<file path="config.mk">
export PLATFORM = sky130hd
export DESIGN_NAME = gbt_link_supervisor
export DESIGN_NICKNAME = d
export VERILOG_FILES = /design/src/rtl/gbt_link_supervisor.sv
export SDC_FILE = /design/constraint.sdc
export NUM_CORES = 1
export LEC_CHECK = 0
export ABC_AREA = 1
export CAP_MARGIN = 20
export CORE_ASPECT_RATIO = 1.4
export CORE_MARGIN = 1
export CORE_UTILIZATION = 40
export DETAILED_ROUTE_END_ITERATION = 10
export GPL_ROUTABILITY_DRIVEN = 0
export HOLD_SLACK_MARGIN = 0.05
export PLACE_DENSITY = 0.81
export SLEW_MARGIN = 20
export SYNTH_ARGS = -nofsm -noshare
export SYNTH_HDL_FRONTEND = slang
export SYNTH_SLANG_ARGS = --single-unit
</file>
<file path="constraint.sdc">
create_clock -name clk_ix -period 3.5 [get_ports clk_ix]
set_input_delay 0.7 -clock clk_ix [delete_from_list [all_inputs] [get_ports clk_ix]]
set_output_delay 0.7 -clock clk_ix [all_outputs]
set_load 0.05 [all_outputs]
</file>
<file path="src/rtl/gbt_link_supervisor.sv">
// rtl/gbt_link_supervisor.sv - multi-link GBT loopback supervisor
// Generates TX frames, checks RX frames and brings each link up with bounded bitslip retries.
module gbt_link_supervisor #(
  parameter int          NUM_LINKS     = 1,
  parameter int          DATA_W        = 84,
  parameter int          MODE          = 0,
  parameter logic [83:0] PATTERN       = 84'h000bebeac1dacdcfffff,
  parameter int          READY_TIMEOUT = 400,
  parameter int          LOCK_COUNT    = 16,
  parameter int          MAX_RETRY     = 7,
  parameter int          ERRCNT_W      = 16
) (
  input  logic                          clk_ix,
  input  logic                          rstn_ix,
  input  logic                          enable_i,
  input  logic                          clear_i,
  input  logic [NUM_LINKS-1:0]          link_ready_i,
  input  logic [NUM_LINKS-1:0]          rx_valid_i,
  input  logic [NUM_LINKS*DATA_W-1:0]   rx_data_i,
  output logic [NUM_LINKS*DATA_W-1:0]   tx_data_o,
  output logic [NUM_LINKS-1:0]          bitslip_rst_o,
  output logic [NUM_LINKS-1:0]          locked_o,
  output logic [NUM_LINKS-1:0]          failed_o,
  output logic [NUM_LINKS*ERRCNT_W-1:0] err_cnt_o,
  output logic [NUM_LINKS*8-1:0]        retry_cnt_o
);

  localparam logic [DATA_W-1:0]  PAT    = DATA_W'(PATTERN);
  localparam logic [DATA_W-33:0] PAT_UP = PAT[DATA_W-1:32];
  localparam int TW = $clog2(READY_TIMEOUT);
  localparam int GW = $clog2(LOCK_COUNT + 1);

  typedef enum logic [2:0] {
    S_IDLE, S_WAIT, S_SLIP, S_LOCKING, S_LOCKED, S_FAILED
  } state_t;

  logic [31:0]       gen_cnt;
  logic [DATA_W-1:0] tx_q;

  // Counter is shared by all links; TX shows the value it held one cycle earlier.
  always_ff @(posedge clk_ix) begin
    if (!rstn_ix) begin
      gen_cnt <= '0;
      tx_q    <= (MODE == 1) ? {PAT_UP, 32'h0} : PAT;
    end else begin
      if (enable_i) gen_cnt <= gen_cnt + 32'd1;
      tx_q <= (MODE == 1) ? {PAT_UP, gen_cnt} : PAT;
    end
  end

  for (genvar k = 0; k < NUM_LINKS; k++) begin : g_link
    state_t              state, state_n;
    logic [TW-1:0]       timer;
    logic [7:0]          attempts;
    logic [GW-1:0]       good_cnt;
    logic [31:0]         prev;
    logic                have_prev;
    logic [ERRCNT_W-1:0] err_cnt;
    logic [7:0]          retry_cnt;
    logic                bitslip_q, locked_q, failed_q;
    logic [DATA_W-1:0]   rx;
    logic                checking, judged, frame_ok, frame_good, frame_bad;

    assign rx         = rx_data_i[k*DATA_W +: DATA_W];
    assign checking   = rx_valid_i[k] && (state == S_LOCKING || state == S_LOCKED);
    // In counting mode the first frame after entering LOCKING only seeds the reference.
    assign judged     = checking && !((MODE == 1) && !have_prev);
    assign frame_ok   = (MODE == 1) ? ((rx[DATA_W-1:32] == PAT_UP) && (rx[31:0] == prev + 32'd1))
                                    : (rx == PAT);
    assign frame_good = judged && frame_ok;
    assign frame_bad  = judged && !frame_ok;

    always_comb begin
      state_n = state;
      case (state)
        S_IDLE:    if (enable_i) state_n = S_WAIT;
        S_WAIT: begin
          if (link_ready_i[k]) state_n = S_LOCKING;
          else if (timer == TW'(READY_TIMEOUT - 1))
            state_n = (attempts < 8'(MAX_RETRY)) ? S_SLIP : S_FAILED;
        end
        S_SLIP:    state_n = S_WAIT;
        S_LOCKING: begin
          if (!link_ready_i[k]) state_n = S_WAIT;
          else if (frame_good && good_cnt == GW'(LOCK_COUNT - 1)) state_n = S_LOCKED;
        end
        S_LOCKED:  if (!link_ready_i[k]) state_n = S_WAIT;
        S_FAILED:  if (clear_i) state_n = S_IDLE;
        default:   state_n = S_IDLE;
      endcase
      if (!enable_i && state != S_FAILED) state_n = S_IDLE;
    end

    always_ff @(posedge clk_ix) begin
      if (!rstn_ix) begin
        state     <= S_IDLE;
        timer     <= '0;
        attempts  <= '0;
        good_cnt  <= '0;
        prev      <= '0;
        have_prev <= 1'b0;
        err_cnt   <= '0;
        retry_cnt <= '0;
        bitslip_q <= 1'b0;
        locked_q  <= 1'b0;
        failed_q  <= 1'b0;
      end else begin
        state     <= state_n;
        bitslip_q <= (state_n == S_SLIP);
        locked_q  <= (state_n == S_LOCKED);
        failed_q  <= (state_n == S_FAILED);
        timer     <= (state == S_WAIT) ? timer + TW'(1) : '0;

        if (state == S_IDLE || state == S_LOCKED) attempts <= '0;
        else if (state == S_SLIP)                 attempts <= attempts + 8'd1;

        if (state != S_LOCKING) good_cnt <= '0;
        else if (frame_good)    good_cnt <= good_cnt + GW'(1);
        else if (frame_bad)     good_cnt <= '0;

        if (state != S_LOCKING && state != S_LOCKED) have_prev <= 1'b0;
        else if (rx_valid_i[k])                      have_prev <= 1'b1;
        if (checking) prev <= rx[31:0];

        // Clear overrides any increment landing in the same cycle.
        if (clear_i) err_cnt <= '0;
        else if (state == S_LOCKED && enable_i && frame_bad && err_cnt != {ERRCNT_W{1'b1}})
          err_cnt <= err_cnt + ERRCNT_W'(1);

        if (clear_i) retry_cnt <= '0;
        else if (state == S_SLIP && enable_i && retry_cnt != 8'hFF)
          retry_cnt <= retry_cnt + 8'd1;
      end
    end

    assign tx_data_o[k*DATA_W +: DATA_W]     = tx_q;
    assign bitslip_rst_o[k]                  = bitslip_q;
    assign locked_o[k]                       = locked_q;
    assign failed_o[k]                       = failed_q;
    assign err_cnt_o[k*ERRCNT_W +: ERRCNT_W] = err_cnt;
    assign retry_cnt_o[k*8 +: 8]             = retry_cnt;
  end

endmodule

</file>
# Word-level counts from Yosys, hierarchy flattened

Cells that the tools add are included.

Reductions and logical operators: 20
$lt $le $gt $ge: 1
Divide/modulo/power cells: 0
$mul: 0
$add $sub $neg: 5
Bitwise gates (word level): 1
Equality and inequality tests: 15
Mux-type cells: 12
Shift-type cells: 0

Operators by type and width:

| kind                                                        | number |
|---|---|
| equality test 84 x 68 -> 1 bit (second input constant)      | 1 |
| 2-to-1 mux 3 bit                                            | 9 |
| one-hot mux 3 bit (6 select lines)                          | 1 |
| adder 16 x 1 -> 16 bit (second input constant)              | 1 |
| adder 8 x 1 -> 8 bit (second input constant)                | 2 |
| inequality test 16 bit (second input constant)              | 1 |
| equality test 3 bit (second input constant)                 | 4 |
| logical AND 1 bit                                           | 10 |
| 2-to-1 mux 5 bit                                            | 2 |
| adder 9 x 1 -> 9 bit (second input constant)                | 1 |
| equality test 3 x 2 -> 1 bit (second input constant)        | 3 |
| equality test 9 bit (second input constant)                 | 1 |
| less-than comparator 8 x 3 -> 1 bit (second input constant) | 1 |
| inequality test 8 bit (second input constant)               | 1 |
| OR reduction 2 bit                                          | 3 |
| adder 5 x 1 -> 5 bit (second input constant)                | 1 |
| equality test 5 x 4 -> 1 bit (second input constant)        | 1 |
| equality test 3 x 1 -> 1 bit (second input constant)        | 1 |
| logical NOT 3 bit                                           | 1 |
| inequality test 3 x 2 -> 1 bit (second input constant)      | 1 |
| inequality test 3 bit (second input constant)               | 1 |
| logical NOT 1 bit                                           | 2 |
| logical OR 1 bit                                            | 2 |
| AND reduction 2 bit                                         | 1 |
| 2 further kinds                                             | 2 |

Bits in latches: 0
ROM bits: 0
Register bits after elaboration: 52
Memories kept: 0
Memory bits (writable): 0
Bits of input ports: 90

# Depth between registers and ports, before layout

Gate-level depths: netlist of run 1.

Depth in word-level cells: 10
Mapped depth: 13
Depth with buffers taken out: 13

# Least setup slack after synthesis of run 1

No wires, ideal clock.

Path kind: reg2reg
From: register g_link[0].err_cnt[0], in the netlist err_cnt_o[0]
To: register g_link[0].err_cnt[14], in the netlist err_cnt_o[14]
Cell stages (with the launch flop): 11
Path slack: 1.387 ns
Period minus slack after synthesis: 2.113 ns
Required time: 3.367 ns
Setup time: 0.133 ns
Data arrival time: 1.979 ns
Cells stage by stage: dfxtp_1 > ha_1 > inv_1 > nor3_4 > nand4_1 > or2_4 > inv_1 > nor2_4 > buf_6 > nand2_1 > a21oi_2

Word-level cells in the longest chain between the ends: 2
Elaborated cells on any way between the ends: 3
Classes of those cells: add/sub (1); eq/ne (1); reduce/logical (1)

Ends and longest elaborated chain:

| what                                                           | line | source |
|---|---|---|
| start, declared                                                | 58   | `logic [ERRCNT_W-1:0] err_cnt;` |
| start signal, assigned                                         | 128  | `err_cnt <= err_cnt + ERRCNT_W'(1);` |
| branches (longest 2 deep; another with adder 16 x 1 -> 16 bit) | --   |  |

Several ways; the timed one is not identified.
A chain may end at the register's enable or synchronous reset.

# Final worst setup path of run 1

From: register g_link[0].err_cnt[2], in the netlist err_cnt_o[2]
To: output port err_cnt_o[2]

RTL lines:

| what          | line | source |
|---|---|---|
| end, declared | 24   | `output logic [NUM_LINKS*ERRCNT_W-1:0] err_cnt_o,` |

No word-level cell between the ends.

==> key figures, run 1 <==
Outcome
  – Outcome: complete, no violations

GRT
  – Largest net degree at the start of global routing: 18
  – Grt met1 use: 0.170
  – Gr ovfl total: 0
  – GRT met2 Usage: 0.333
  – GRT busiest layer: met2
  – Overall Global Routing Usage: 0.169
  – Met3 usage: 0.0330
  – First-pass GRT wire length: 14,200 um
  – Number of global-route vias before repair: 3,388
  – Initial antenna violation count: 0

Routing
  – Avg WL per Cell: 10.4 um
  – Final WL: 8940 um
  – DRC Markers: 0
  – Drt pass-1 iters: 4
  – Vias per cell: about 4.4
  – DR iter-0 viols: 112
  – Antenna Violating Nets Remaining: 0
  – Vias: 3,801

Timing
  – Fmax: roughly 430 MHz
  – # setup viols final: 0
  – Hold WS: 0.460 ns
  – Clock skew: 0.00568 ns
  – Slew HR: 0.660
  – Worst-margin pin slew: 0.508 ns
  – Clock period minus final worst setup slack: 2.34 ns
  – Unrepaired setup endpoints after global routing: false
  – Final worst path period share: 0.668
  – Setup TNS: 0 ns
  – Max Slew Vio Count: 0
  – Final hold vios: 0

Synthesis
  – Commonest cells post-synth: nand2_1 (123), buf_4 (84), nor2_1 (83)
  – Library cells used by synthesis: 44
  – Synthesized area per cell: 6.49 um^2
  – Count of state elements after synthesis: 52
  – Top FF cell, synth: dfxtp_1
  – Number of synthesized flops with an enable pin: 0
  – Register area share after synthesis: 0.263
  – Synth top area share: 0.263
  – Cells after synthesis: 609
  – Yosys warns: 0
  – FFs w/ async S/R, synth: 0
  – Netlist Area Pre-Place: 0.00395 mm^2
  – Synth top area cells: dfxtp_1 (26%), buf_4 (16%), nand2_1 (12%), nor2_1 (7.9%), inv_1 (7.8%)
  – Cell taking the most area after synthesis: dfxtp_1
  – Count leader, synth: nand2_1

Pwr
  – Clk network pwr share: 0.366
  – Pleak: 2.08 nW
  – Seq pwr share: 0.394
  – Power Internal: 1.03 mW
  – Max rail drop VDD: 297 uV
  – Pwr/cell area: about 300 mW/mm^2
  – Sw Share: 0.314
  – Gate power share: 0.240
  – Switching power: 0.473 mW

Job
  – Max cap viols: 0

Clock network
  – H-tree depth: 2
  – # resized after CTS: 0
  – CTS Hold Bufs: 0
  – Post-CTS Setup Inserts: 0
  – Clock buffer depth: 2
  – CTS Buf Count: 5
  – CTS root buf: clkbuf_16
  – Total clock sinks: 52
  – Clock transition at path regs: 0.07 ns
  – TritonCTS clock tree: done
  – Clock latency at the later pin of the worst-skew pair: 0.29 ns

Finish
  – Area grow syn2layout: 28.9%
  – Post-route cell area: between 0.005 and 0.006 mm^2
  – Core Util, Final: 0.536
  – Final nets: 823
  – Share of cells above drive strength 1: 0.0412
  – Ant diodes: 0

Floorplan
  – Die area: 0.0103 mm^2
  – Die width: 86 um
  – IO Pins: 201
  – Number of cell rows: 42
  – Core area: 0.00951 mm^2
  – Die Height: 120 um
  – Initial Util: 0.415

Critical path
  – Startpoint class of the critical path: register
  – Crit path cell chain: clkdlybuf4s50_1
  – Kind of critical path: register to output port
  – Worst Path Required: around 2.8 ns
  – Max incr delay on CP: 0.86 ns
  – CP Capture Type: output port
  – CP top delay family: buffers and inverters
  – Crit path max fanout: 6
  – Buf+Inv Stages, Crit Path: 1
  – CP max stage cell: clkdlybuf4s50_1
  – Arrival @ worst endpoint: 1.64 ns

Min path
  – HP Class: register to register

Placed design
  – Dpl hpwl: about 7200 um
  – Number of port buffers: 116
  – Post-DP Area: 0.00493 mm^2
-- state kept, by name, indices dropped and copies added, names as in the netlist --
register	count
g_link.state	3
retry_cnt_o	8
g_link.timer	9
err_cnt_o	16
failed_o	1
g_link.attempts	8
bitslip_rst_o	1
locked_o	1
g_link.good_cnt	5
-- power groups by stage --
stage / combinational (mW) / clock [mW] / sequential [mW]
6_report: 0.362 / 0.551 / 0.595
4_1_cts: 0.361 / 0.562 / 0.595
3_5_place_dp: 0.360 / 0 / 0.608
5_1_grt: 0.383 / 0.591 / 0.594
2_1_floorplan: 0.311 / 0 / 0.608
3_3_place_gp: 0.359 / 0 / 0.608
-- per-stage QoR --
step                instances  setup slack (ns)  power (mW)
floorplan                 691              1.39       0.919
global placement          852              1.04       0.967
detailed placement        852              1.02       0.968
CTS                       860              1.15        1.52
global route              860              1.04        1.57
finish                    860              1.16        1.51
-- final timing paths --
path / from / to / slack [ns] / depth (start not counted)
max reg2reg: g_link[0].timer[0]$_SDFF_PN0_ / g_link[0].state[0]$_SDFF_PN0_ / 1.56 / 13
min reg2reg: g_link[0].timer[0]$_SDFF_PN0_ / g_link[0].timer[0]$_SDFF_PN0_ / 0.46 / 1
max: err_cnt_o[2]$_SDFFE_PP0P_ / err_cnt_o[2] / 1.16 / 1
min: g_link[0].timer[0]$_SDFF_PN0_ / g_link[0].timer[0]$_SDFF_PN0_ / 0.46 / 1
-- logic make-up after synthesis --
logic type	synth area share
flops	0.263
compound gates	0.0890
fa+ha+maj	0.0190
buf+inv	0.251
xor+xnor	0.0355
simple gates	0.340
other cells	0.00190
-- area by class of cell --
class                           count  area, um^2
Inverter                           86         328
Multi-Input combinational cell    465        2220
Tap cell                          132         165
Timing Repair Buffer              117        1170
Sequential cell                    52        1040
Clock buffer                        5         125
Fill cell                         906        4420
Clock inverter                      3        42.5
-- cells in the final DEF (no fill, tap or decap), types with 12 or more instances in the layout --
master / count
nor3_1: 17
clkdlybuf4s50_1: 116
o21ai_0: 17
xor2_1: 12
a21oi_1: 35
inv_1: 82
nor2_1: 83
conb_1: 84
nand2_1: 123
nand4_1: 22
nand3_1: 26
dfxtp_1: 52
-- routing by layer --
metal	up-vias	share of wire
li1	2003	-
met1	1643	0.39
met2	143	0.52
met3	12	0.072
met4	0	0.016
met5	-	0
(Power assumes the default switching activity.)
==> inputs of run 2 (changes only) <==
clock period = 2.2 ns   (was 3.5 ns; I/O delays follow)
==> run 2 against run 1 <==
  * Hold slack worse by 0.012 ns
  * Register-to-register slack worse by 1.2 ns
  * Clock-buffer cell count increased by 3
  * Via count down 0.89%
  * Setup slack lost 1.0 ns
  * Final area up 0.32%
  * Global-route usage is 0.23 points higher
  * Sequential cell count did not move
  * Utilization up 0.17 points
  * Wire length decreased by 0.50%
  * First-iteration DRC count is 13% higher
  * Highest routed layer unchanged
==> key figures, run 2 (synthesis gave the netlist of run 1 again) <==
Outcome
  – Outcome: complete, no violations

Critical path
  – Kind of critical path: register to output port
  – CP top delay family: buffers and inverters
  – CP max stage cell: clkdlybuf4s50_1
  – CP Capture Type: output port
  – Startpoint class of the critical path: register
  – Worst reg2reg setup slack: 0.34 ns (-1.22 ns)
  – Crit path cell chain: clkdlybuf4s50_1
  – Worst Path Required: 1.76 ns (-1.04 ns)
  – Crit path max fanout: 6 (unchanged)
  – Max incr delay on CP: 0.86 ns (about the same)
  – Buf+Inv Stages, Crit Path: 1 (unchanged)
  – Arrival @ worst endpoint: 1.63 ns (about the same)

Floorplan
  – IO Pins: 201 (unchanged)
  – Core area: 0.00951 mm^2 (unchanged)
  – Die area: 0.0103 mm^2 (unchanged)
  – Number of cell rows: 42 (unchanged)
  – Die Height: 120 um (unchanged)
  – Initial Util: 0.415 (unchanged)
  – Die width: 86 um (unchanged)

Placed design
  – Number of port buffers: 116 (unchanged)
  – Dpl hpwl: 7300 um (+1.7%)
  – Setup Slack @ Placement: -0.0569 ns (-1.07 ns)
  – Post-DP Area: 0.00496 mm^2 (+0.76%)

Job
  – Max cap viols: 0 (unchanged)

Routing
  – Antenna Violating Nets Remaining: 0 (unchanged)
  – DRC Markers: 0 (unchanged)
  – Vias per cell: 4.35 (-1.5%)
  – Final WL: 8900 um (-0.50%)
  – Avg WL per Cell: 10.3 um (-1.1%)
  – DR iter-0 viols: 127 (+13%)
  – Vias: 3,767 (-0.89%)
  – Drt pass-1 iters: 5 (+1)

Clock network
  – TritonCTS clock tree: done
  – CTS Hold Bufs: 0 (unchanged)
  – Post-CTS Setup Inserts: 0 (unchanged)
  – Clock latency at the later pin of the worst-skew pair: 0.29 ns (about the same)
  – # resized after CTS: 0 (unchanged)
  – H-tree depth: 2 (unchanged)
  – Total clock sinks: 52 (unchanged)
  – CTS root buf: clkbuf_16
  – Clock transition at path regs: 0.06 ns (about the same)
  – Clock buffer depth: 2 (unchanged)
  – CTS Buf Count: 5 (unchanged)

GRT
  – Overall Global Routing Usage: 0.171 (+0.00233)
  – Initial antenna violation count: 0 (unchanged)
  – Number of global-route vias before repair: 3,424 (+1.1%)
  – Largest net degree at the start of global routing: 17 (-1)
  – First-pass GRT wire length: 14,300 um (+1.1%)
  – Gr ovfl total: 0 (unchanged)

Pwr
  – Pleak: 2.10 nW (+0.85%)
  – Max rail drop VDD: 441 uV (+48%)
  – Pwr/cell area: 450 mW/mm^2 (+52%)
  – Tot Pwr: 2.30 mW (+53%)

Finish
  – Post-route cell area: 0.00511 mm^2 (+0.32%)
  – Area grow syn2layout: 29.4%
  – Max reg flops: 16 (unchanged)
  – Final nets: 828 (+0.61%)
  – Ant diodes: 0 (unchanged)
  – Core Util, Final: 0.537 (+0.00171)
  – Commonest cells after routing, fill and taps aside: nand2_1 (123), clkdlybuf4s50_1 (116), conb_1 (84), nor2_1 (83), inv_1 (82)
  – Commonest non-fill, non-tap cell in the layout: nand2_1
  – Share of cells above drive strength 1: 0.0450 (+0.00381)

Timing
  – Worst setup margin: 0.126 ns (-1.03 ns)
  – Setup TNS: 0 ns (unchanged)
  – Final worst path period share: 0.943
  – Clock skew: 0.00204 ns (-0.00363 ns)
  – Max Slew Vio Count: 0 (unchanged)
  – # setup viols final: 0 (unchanged)
  – Final hold vios: 0 (unchanged)
  – Fmax: 482 MHz
  – Unrepaired setup endpoints after global routing: false
  – Clock period minus final worst setup slack: 2.07 ns
  – Slew HR: 0.649 (-0.0109)
  – Worst-margin pin slew: 0.524 ns (+0.0162 ns)

Min path
  – HP Class: register to register
-- run 2: path summary, 6_finish.rpt --
| check | end | cells after the start | start |
|---|---|---|---|
| max | err_cnt_o[2] | 1 | err_cnt_o[2]$_SDFFE_PP0P_ |
| min | g_link[0].timer[0]$_SDFF_PN0_ | 1 | g_link[0].timer[0]$_SDFF_PN0_ |
| max reg2reg | failed_o$_SDFF_PN0_ | 13 | g_link[0].timer[0]$_SDFF_PN0_ |
| min reg2reg | g_link[0].timer[0]$_SDFF_PN0_ | 1 | g_link[0].timer[0]$_SDFF_PN0_ |
-- run 2: final cells by class --
| cell class | instances | area, um^2 |
|---|---|---|
| Multi-Input combinational cell | 465 | 2220 |
| Tap cell | 132 | 165 |
| Sequential cell | 52 | 1040 |
| Fill cell | 898 | 4400 |
| Inverter | 86 | 328 |
| Timing Repair Buffer | 122 | 1210 |
| Clock buffer | 8 | 146 |
-- run 2: through the flow --
stage | std cells | hold WS, ns
after floorplan | 691 | 0.418
after global placement | 857 | 0.431
after detailed placement | 857 | 0.438
after CTS | 865 | 0.453
after global routing | 865 | 0.465
final | 865 | 0.448
-- run 2: power breakdown --
group / switching [mW] / internal (mW) / total [mW]
Combinational: 0.407 / 0.170 / 0.578
Sequential: 0.00293 / 0.943 / 0.946
Clock: 0.323 / 0.454 / 0.777
Total: 0.733 / 1.57 / 2.30
-- run 2: metal layers --
| metal | global-route usage | wire length, um |
|---|---|---|
| met3 | 0.0406 | 689 |
| met5 | 0 | 0 |
| met4 | 0.0531 | 150 |
| met2 | 0.336 | 4630 |
| met1 | 0.173 | 3420 |
